==> config.mk <==
export PLATFORM = sky130hd
export DESIGN_NAME = seg_scan_display
export DESIGN_NICKNAME = d
export VERILOG_FILES = /design/src/rtl/seg_scan_display.sv
export SDC_FILE = /design/constraint.sdc
export NUM_CORES = 1
export LEC_CHECK = 0
export ABC_AREA = 0
export CORE_MARGIN = 3
export CORE_UTILIZATION = 40
export CTS_BUF_LIST = sky130_fd_sc_hd__clkbuf_8
export CTS_CLUSTER_SIZE = 24
export DETAILED_ROUTE_END_ITERATION = 12
export PLACE_DENSITY = 0.7
export SYNTH_ARGS = -nofsm -noshare
export SYNTH_HDL_FRONTEND = slang
export SYNTH_SLANG_ARGS = --single-unit
==> constraint.sdc <==
create_clock -name clkDis -period 1.8 [get_ports clkDis]
set_clock_uncertainty 0.15 [all_clocks]
set_input_delay 0.36 -clock clkDis [delete_from_list [all_inputs] [get_ports clkDis]]
set_output_delay 0.36 -clock clkDis [all_outputs]
set_load 0.02 [all_outputs]
==> src/rtl/seg_scan_display.sv <==
// Multiplexed 7-segment scanner with per-digit blanking, blinking and PWM brightness.
// All outputs are registered and reflect the scan state of the previous cycle.
module seg_scan_display #(
    parameter int unsigned NUM_DIGITS   = 4,
    parameter int unsigned SCAN_DIV     = 1024,
    parameter int unsigned BLINK_FRAMES = 64
) (
    input  logic                    clkDis,
    input  logic                    rst_n,
    input  logic [4*NUM_DIGITS-1:0] digits,
    input  logic [NUM_DIGITS-1:0]   dp_in,
    input  logic [NUM_DIGITS-1:0]   blank,
    input  logic [NUM_DIGITS-1:0]   blink_en,
    input  logic [3:0]              brightness,
    output logic [6:0]              seg,
    output logic                    dp,
    output logic [NUM_DIGITS-1:0]   an,
    output logic                    frame_done
);
    localparam int unsigned CNT_W     = $clog2(SCAN_DIV);
    localparam int unsigned IDX_W     = (NUM_DIGITS > 1) ? $clog2(NUM_DIGITS) : 1;
    localparam int unsigned BLK_W     = (BLINK_FRAMES > 1) ? $clog2(BLINK_FRAMES) : 1;
    localparam int unsigned PHASE_DIV = SCAN_DIV / 16;

    logic [CNT_W-1:0]      cnt_q, cnt_d;
    logic [IDX_W-1:0]      idx_q, idx_d;
    logic [BLK_W-1:0]      blink_cnt_q, blink_cnt_d;
    logic                  blink_off_q, blink_off_d;
    logic [6:0]            seg_q, seg_d;
    logic                  dp_q, dp_d;
    logic [NUM_DIGITS-1:0] an_q, an_d;
    logic                  frame_done_q;

    logic                  tick, frame_end, lit;
    logic [CNT_W-1:0]      phase_full;
    logic [3:0]            phase;
    logic [3:0]            cur_hex;
    logic [6:0]            cur_seg;

    assign tick       = (cnt_q == CNT_W'(SCAN_DIV - 1));
    assign frame_end  = tick && (idx_q == IDX_W'(NUM_DIGITS - 1));
    assign phase_full = cnt_q / CNT_W'(PHASE_DIV);
    assign phase      = phase_full[3:0];

    always_comb begin
        cnt_d       = tick ? '0 : cnt_q + 1'b1;
        idx_d       = idx_q;
        blink_cnt_d = blink_cnt_q;
        blink_off_d = blink_off_q;
        if (tick) begin
            idx_d = (idx_q == IDX_W'(NUM_DIGITS - 1)) ? '0 : idx_q + 1'b1;
        end
        if (frame_end) begin
            if (blink_cnt_q == BLK_W'(BLINK_FRAMES - 1)) begin
                blink_cnt_d = '0;
                blink_off_d = ~blink_off_q;
            end else begin
                blink_cnt_d = blink_cnt_q + 1'b1;
            end
        end
    end

    always_comb begin
        cur_hex = digits[{idx_q, 2'b00} +: 4];
        case (cur_hex)
            4'h0:    cur_seg = 7'b1000000;
            4'h1:    cur_seg = 7'b1111001;
            4'h2:    cur_seg = 7'b0100100;
            4'h3:    cur_seg = 7'b0110000;
            4'h4:    cur_seg = 7'b0011001;
            4'h5:    cur_seg = 7'b0010010;
            4'h6:    cur_seg = 7'b0000010;
            4'h7:    cur_seg = 7'b1111000;
            4'h8:    cur_seg = 7'b0000000;
            4'h9:    cur_seg = 7'b0010000;
            4'hA:    cur_seg = 7'b0001000;
            4'hB:    cur_seg = 7'b0000011;
            4'hC:    cur_seg = 7'b1000110;
            4'hD:    cur_seg = 7'b0100001;
            4'hE:    cur_seg = 7'b0000110;
            default: cur_seg = 7'b0001110;
        endcase
    end

    // Anodes are decoded from a single idx, so at most one can be low per cycle.
    always_comb begin
        lit  = (phase <= brightness) && !blank[idx_q] && !(blink_en[idx_q] && blink_off_q);
        an_d = lit ? ~(NUM_DIGITS'(1) << idx_q) : '1;
        seg_d = lit ? cur_seg : 7'h7F;
        dp_d  = lit ? ~dp_in[idx_q] : 1'b1;
    end

    always_ff @(posedge clkDis or negedge rst_n) begin
        if (!rst_n) begin
            cnt_q        <= '0;
            idx_q        <= '0;
            blink_cnt_q  <= '0;
            blink_off_q  <= 1'b0;
            seg_q        <= 7'h7F;
            dp_q         <= 1'b1;
            an_q         <= '1;
            frame_done_q <= 1'b0;
        end else begin
            cnt_q        <= cnt_d;
            idx_q        <= idx_d;
            blink_cnt_q  <= blink_cnt_d;
            blink_off_q  <= blink_off_d;
            seg_q        <= seg_d;
            dp_q         <= dp_d;
            an_q         <= an_d;
            frame_done_q <= frame_end;
        end
    end

    assign seg        = seg_q;
    assign dp         = dp_q;
    assign an         = an_q;
    assign frame_done = frame_done_q;

endmodule

After elaboration in Yosys (flattened, before gate mapping):

Memory sizes are Yosys's and may differ from the RTL's.
Index checks and enable logic that the tools add are counted.

* shift-type cells: 2
* $mul: 0
* order comparisons: 2
* add/subtract/negate cells: 3
* reduce and logical (&&, ||, !) cells: 7
* bitwise logic cells: 3
* div/mod/pow operators: 0
* mux-type cells: 12
* equality and inequality tests: 3

Operators by type and width (number)
* $shiftx 16x5->4: 1
* $add 10x1->10 const B: 1
* $eq 10x10->1 const B: 1
* $mux 10: 1
* $mux 7: 1
* $add 6x1->6 const B: 1
* $bmux 1 s2: 3
* $eq 6x6->1 const B: 1
* $mux 6: 1
* $le 4x4->1: 1
* $logic_and 1x1->1: 4
* $mux 1: 4
* $mux 4: 1
* $not 4->4: 1
* $shl 1x2->4 const A: 1
* $lt 2x3->1 const B: 1
* $add 2x1->2 const B: 1
* $eq 2x2->1 const B: 1
* $logic_not 1->1: 2
* $mux 2: 1
* $not 1->1: 2
* $reduce_and 2->1: 1

* input port bits: 34
* word-level logic and storage cells: 41
* ROM bits: 112
* RAM bits: 0
* output and inout bits: 13
* bits in latches: 0
* bits in registers: 32
* memories kept: 1

Memory list
* (name not given): depth 16, width 7, read ports 1, clocked after Yosys merged registers in 0, wr ports 0, RTL line 65 `case (cur_hex)`

Logic depth before layout (Yosys ltp):

* depth after elaboration: 6
* mapped depth: 8
* depth with buffers taken out: 7

Least setup slack after synthesis:

No wires, ideal clock.

* path kind: register to register
* start point: register idx_q[0]
* end point: register seg_q[1] (netlist: seg[1])
* period minus slack after synthesis: 2020 ps
* library setup time: 86 ps
* path buffers: 1
* path slack: -220 ps
* arrival: 1784 ps
* cell stages (with the launch flop): 7
* data required time: 1564 ps
* path through: dfrtp_1 > buf_6 > mux4_1 > inv_1 > ha_1 > o211ai_1 > nand3_1

* word-level cells in the longest chain between the ends: 6
* elaborated cells between the ends (all ways): 12
* classes of those cells: 1 x shift; 5 x mux; 5 x reduce/logical; 1 x memory

RTL lines
* start: declaration: RTL line 26 `logic [IDX_W-1:0] idx_q, idx_d;`
* start signal: assignment: RTL line 105 `idx_q <= idx_d;`
* parallel branches: the longest is 5 deep, another holds $mem_v2 16x7
* $mux 7 (*): RTL line 89 `seg_d = lit ? cur_seg : 7'h7F;`
* via seg_d[1]: RTL line 29 `logic [6:0] seg_q, seg_d;`
* end signal: assignment: RTL line 108 `seg_q <= seg_d;`
* end: declaration: RTL line 29

Mark *: on every way through the listed nets, which the timed path passes. The select of a mux whose other input is x is not followed.
A chain may end at the register's enable or synchronous reset.

Worst setup path in the final report:

* start point: register idx_q[0]
* end point: register seg_q[6] (netlist: seg[6])

Same word-level chain as after synthesis.

==> summary.txt <==
Drt
  • Antenna-violating nets left: 0
  • Detailed Route WL: roughly 4.7 mm
  • DRT iter0 DRCs: 76
  • WL per Instance: between 10 and 15 um
  • DRC: 0
  • Via count: about 1600
  • TritonRoute pass-1 iters: 4
  • DR vias/cell: 5.16

Global route
  • Largest net degree at the start of global routing: 33
  • Initial antenna violation count: 0
  • Met1 Use GR: 21.4%
  • Total Routing Usage GR: a little under a fifth
  • Global-route wire length before repair: roughly 7.5 mm
  • Vias in the first global route: 1698
  • Overflow after GRT: 0
  • Met3 GRT Util: 4.94%
  • Most Crowded Layer GR: met2
  • Routing usage on met2: between 30% and 40%

Synth
  • Commonest register cell after synthesis: dfrtp_1
  • Area leader, netlist: dfrtp_1
  • Number of flops mapped to enable cells by yosys: 0
  • Synth area leaders: dfrtp_1 (26%), dfstp_2 (17%), ha_1 (11%), mux4_1 (5.6%), mux4_2 (4.8%)
  • Synth warn: 0
  • List of most frequent post-synthesis cells: dfrtp_1 (20), nand2_1 (17), ha_1 (16)
  • Post-synth top area share: about a quarter
  • Sequential fraction of the synthesis area: a little over two fifths
  • Mapped cell area: 1890 um^2
  • Post-Syn Nets: about 220
  • Cell variety after synth: 37
  • Avg Cell Area, Syn: around 11 um^2
  • Most common cell in the netlist: dfrtp_1
  • Post-Syn Instances: about 170
  • Async SR Flop Fraction: 100%
  • FF+latch count, synth: 32

Clock network
  • Sink Count: 32
  • Clk pin slew, worst setup/hold paths: roughly 70 ps
  • CTS Buf Count: 5
  • CTS tree: built
  • Clk Latency, worst-skew pair: 280 ps
  • Clk root buf: clkbuf_8
  • Max H-tree Level: 2
  • Max Root-Sink Buffers: 2

Min path
  • Worst hold path class: in -> async

Place
  • Post-DP HPWL: approximately 3.3 mm
  • Routability congestion estimate: roughly 0.77
  • PortBufs: 46
  • DP Area: 2670 um^2

Floorplanning
  • Core Footprint: ~4400 um^2
  • Row cnt: 24
  • Die W: about 75 um
  • I/O Pins: 47
  • DIE AREA: approximately 5600 um^2
  • Starting Density: a little over two fifths
  • Die Y: about 75 um

Run status
  • Failing checks: negative setup slack
  • Status: finished with violations

Timing
  • Fmax achieved: around 0.51 GHz
  • Final setup violation count: 17
  • Worst slew margin: 73.8%
  • Crit share post-route: 108%
  • Final-report hold violation count: 0
  • RSZ-0062 raised after global routing: true
  • Final WS setup: -147 ps
  • Post-route minimum period: slightly below 2000 ps
  • Setup TNS: -1570 ps
  • Pins Over Slew Limit: 0
  • Min Hold Slack: ~280 ps
  • Least-Margin Pin Slew: 392 ps

Critical path
  • WS Path Type: reg -> reg
  • Crit path DAT: approximately 2000 ps
  • CP Max Fanout: 6
  • Crit start category: register
  • CP Data Required Time: approximately 1900 ps
  • Crit path capture type: register

Final layout
  • Layout cells sized above 1: between 30 and 40%
  • # diodes: 0
  • Design area: roughly 3000 um^2
  • Area growth syn-to-layout: 61.2%
  • Fillers: ~340
  • Number of nets in the layout: ~310

Job
  • Max Cap Viol: 0

Pwr
  • Static Leak: approximately 1.3 nW
  • P per Cell Area: about 560 nW/um^2
  • Max VDD drop: 0.479 mV
==> logic make-up after synthesis <==
kind of cell,share of synthesized area (%)
AOI/OAI and AO/OA,11.5
xor gates and xnor gates,5.56
adders and majority gates,10.6
buffers and inverters,4.76
DFF,43.2
muxes,10.9
and+or+nand+nor,13.5
==> cells in the final DEF, fill, tap and decap left out, types with 9 or more instances in the layout <==
cell type / n
nor2_1: 9
ha_1: 9
nand2_1: 16
buf_6: 9
buf_4: 34
dlygate4sd2_1: 12
inv_1: 12
dfrtp_1: 20
clkdlybuf4s50_1: 34
dfstp_2: 12
==> per-stage QoR <==
stage          setup WS [ps]  instances  total power [mW]  util (%)
2_1_floorplan          -77.2        171             0.874         -
3_3_place_gp            -480        295              1.03      60.0
3_5_place_dp            -520        295              1.03      60.0
4_1_cts                 -125        311              1.71      65.9
5_1_grt                 -233        316              1.78      68.6
6_report                -147        316              1.71      68.6
==> final timing paths <==
path	startpoint	endpoint	slack, ps	depth (start not counted)
setup / recovery	idx_q[0]$_DFFE_PN0N_	seg[6]$_DFF_PN1_	-150	5
hold / removal	rst_n	cnt_q[8]$_DFF_PN0_	280	2
setup reg to reg	idx_q[0]$_DFFE_PN0N_	seg[6]$_DFF_PN1_	-150	5
hold reg to reg	blink_cnt_q[4]$_DFFE_PN0P_	blink_cnt_q[4]$_DFFE_PN0P_	340	1
max in group asynchronous	rst_n	seg[4]$_DFF_PN1_	970	2
min in group clkDis	blink_cnt_q[4]$_DFFE_PN0P_	blink_cnt_q[4]$_DFFE_PN0P_	340	1
==> state kept, by name, summed over array words and instances (netlist names) <==
name and cells:
idx_q 2, seg 7, cnt_q 10, dp 1, blink_cnt_q 6, blink_off_q 1, frame_done 1, an 4
==> power breakdown <==
group          switching [mW]  internal (mW)
clock network           0.266          0.405
registers             0.00293          0.746
logic                   0.125          0.162
total                   0.394           1.31
==> per-layer routing <==
metal	vias to the layer above	wire length, um
li1	791	-
met1	790	1970
met2	40	2390
met3	8	209
met4	0	92
met5	-	0
==> worst max-delay path, stage by stage (launching register included) <==
cell and delay, ps:
dfrtp_1 360, buf_4 130, mux4_2 520, a221oi_4 430, buf_4 200, o211ai_2 70
==> repair_timing <==
action / in CTS / in global routing
hold buffers: 0 / 0
gates resized for setup: 34 / 20
pin swaps: 9 / 7
cloned: 1 / 0
hold endpoints to repair: 0 / 0
setup endpoints to repair: 27 / 21
setup buffers: 7 / 8
==> final cells by class <==
cell class / instances / area [um^2] / area share, %
Clock inverter: 3 / 38.8 / 1.27
Inverter: 13 / 53.8 / 1.77
Clock buffer: 5 / 68.8 / 2.26
Multi-Input combinational cell: 121 / 1180 / 38.8
Tap cell: 52 / 65.1 / 2.14
Timing Repair Buffer: 90 / 822 / 27.0
Sequential cell: 32 / 816 / 26.8
Note: power is estimated with default switching activity, not from simulation.
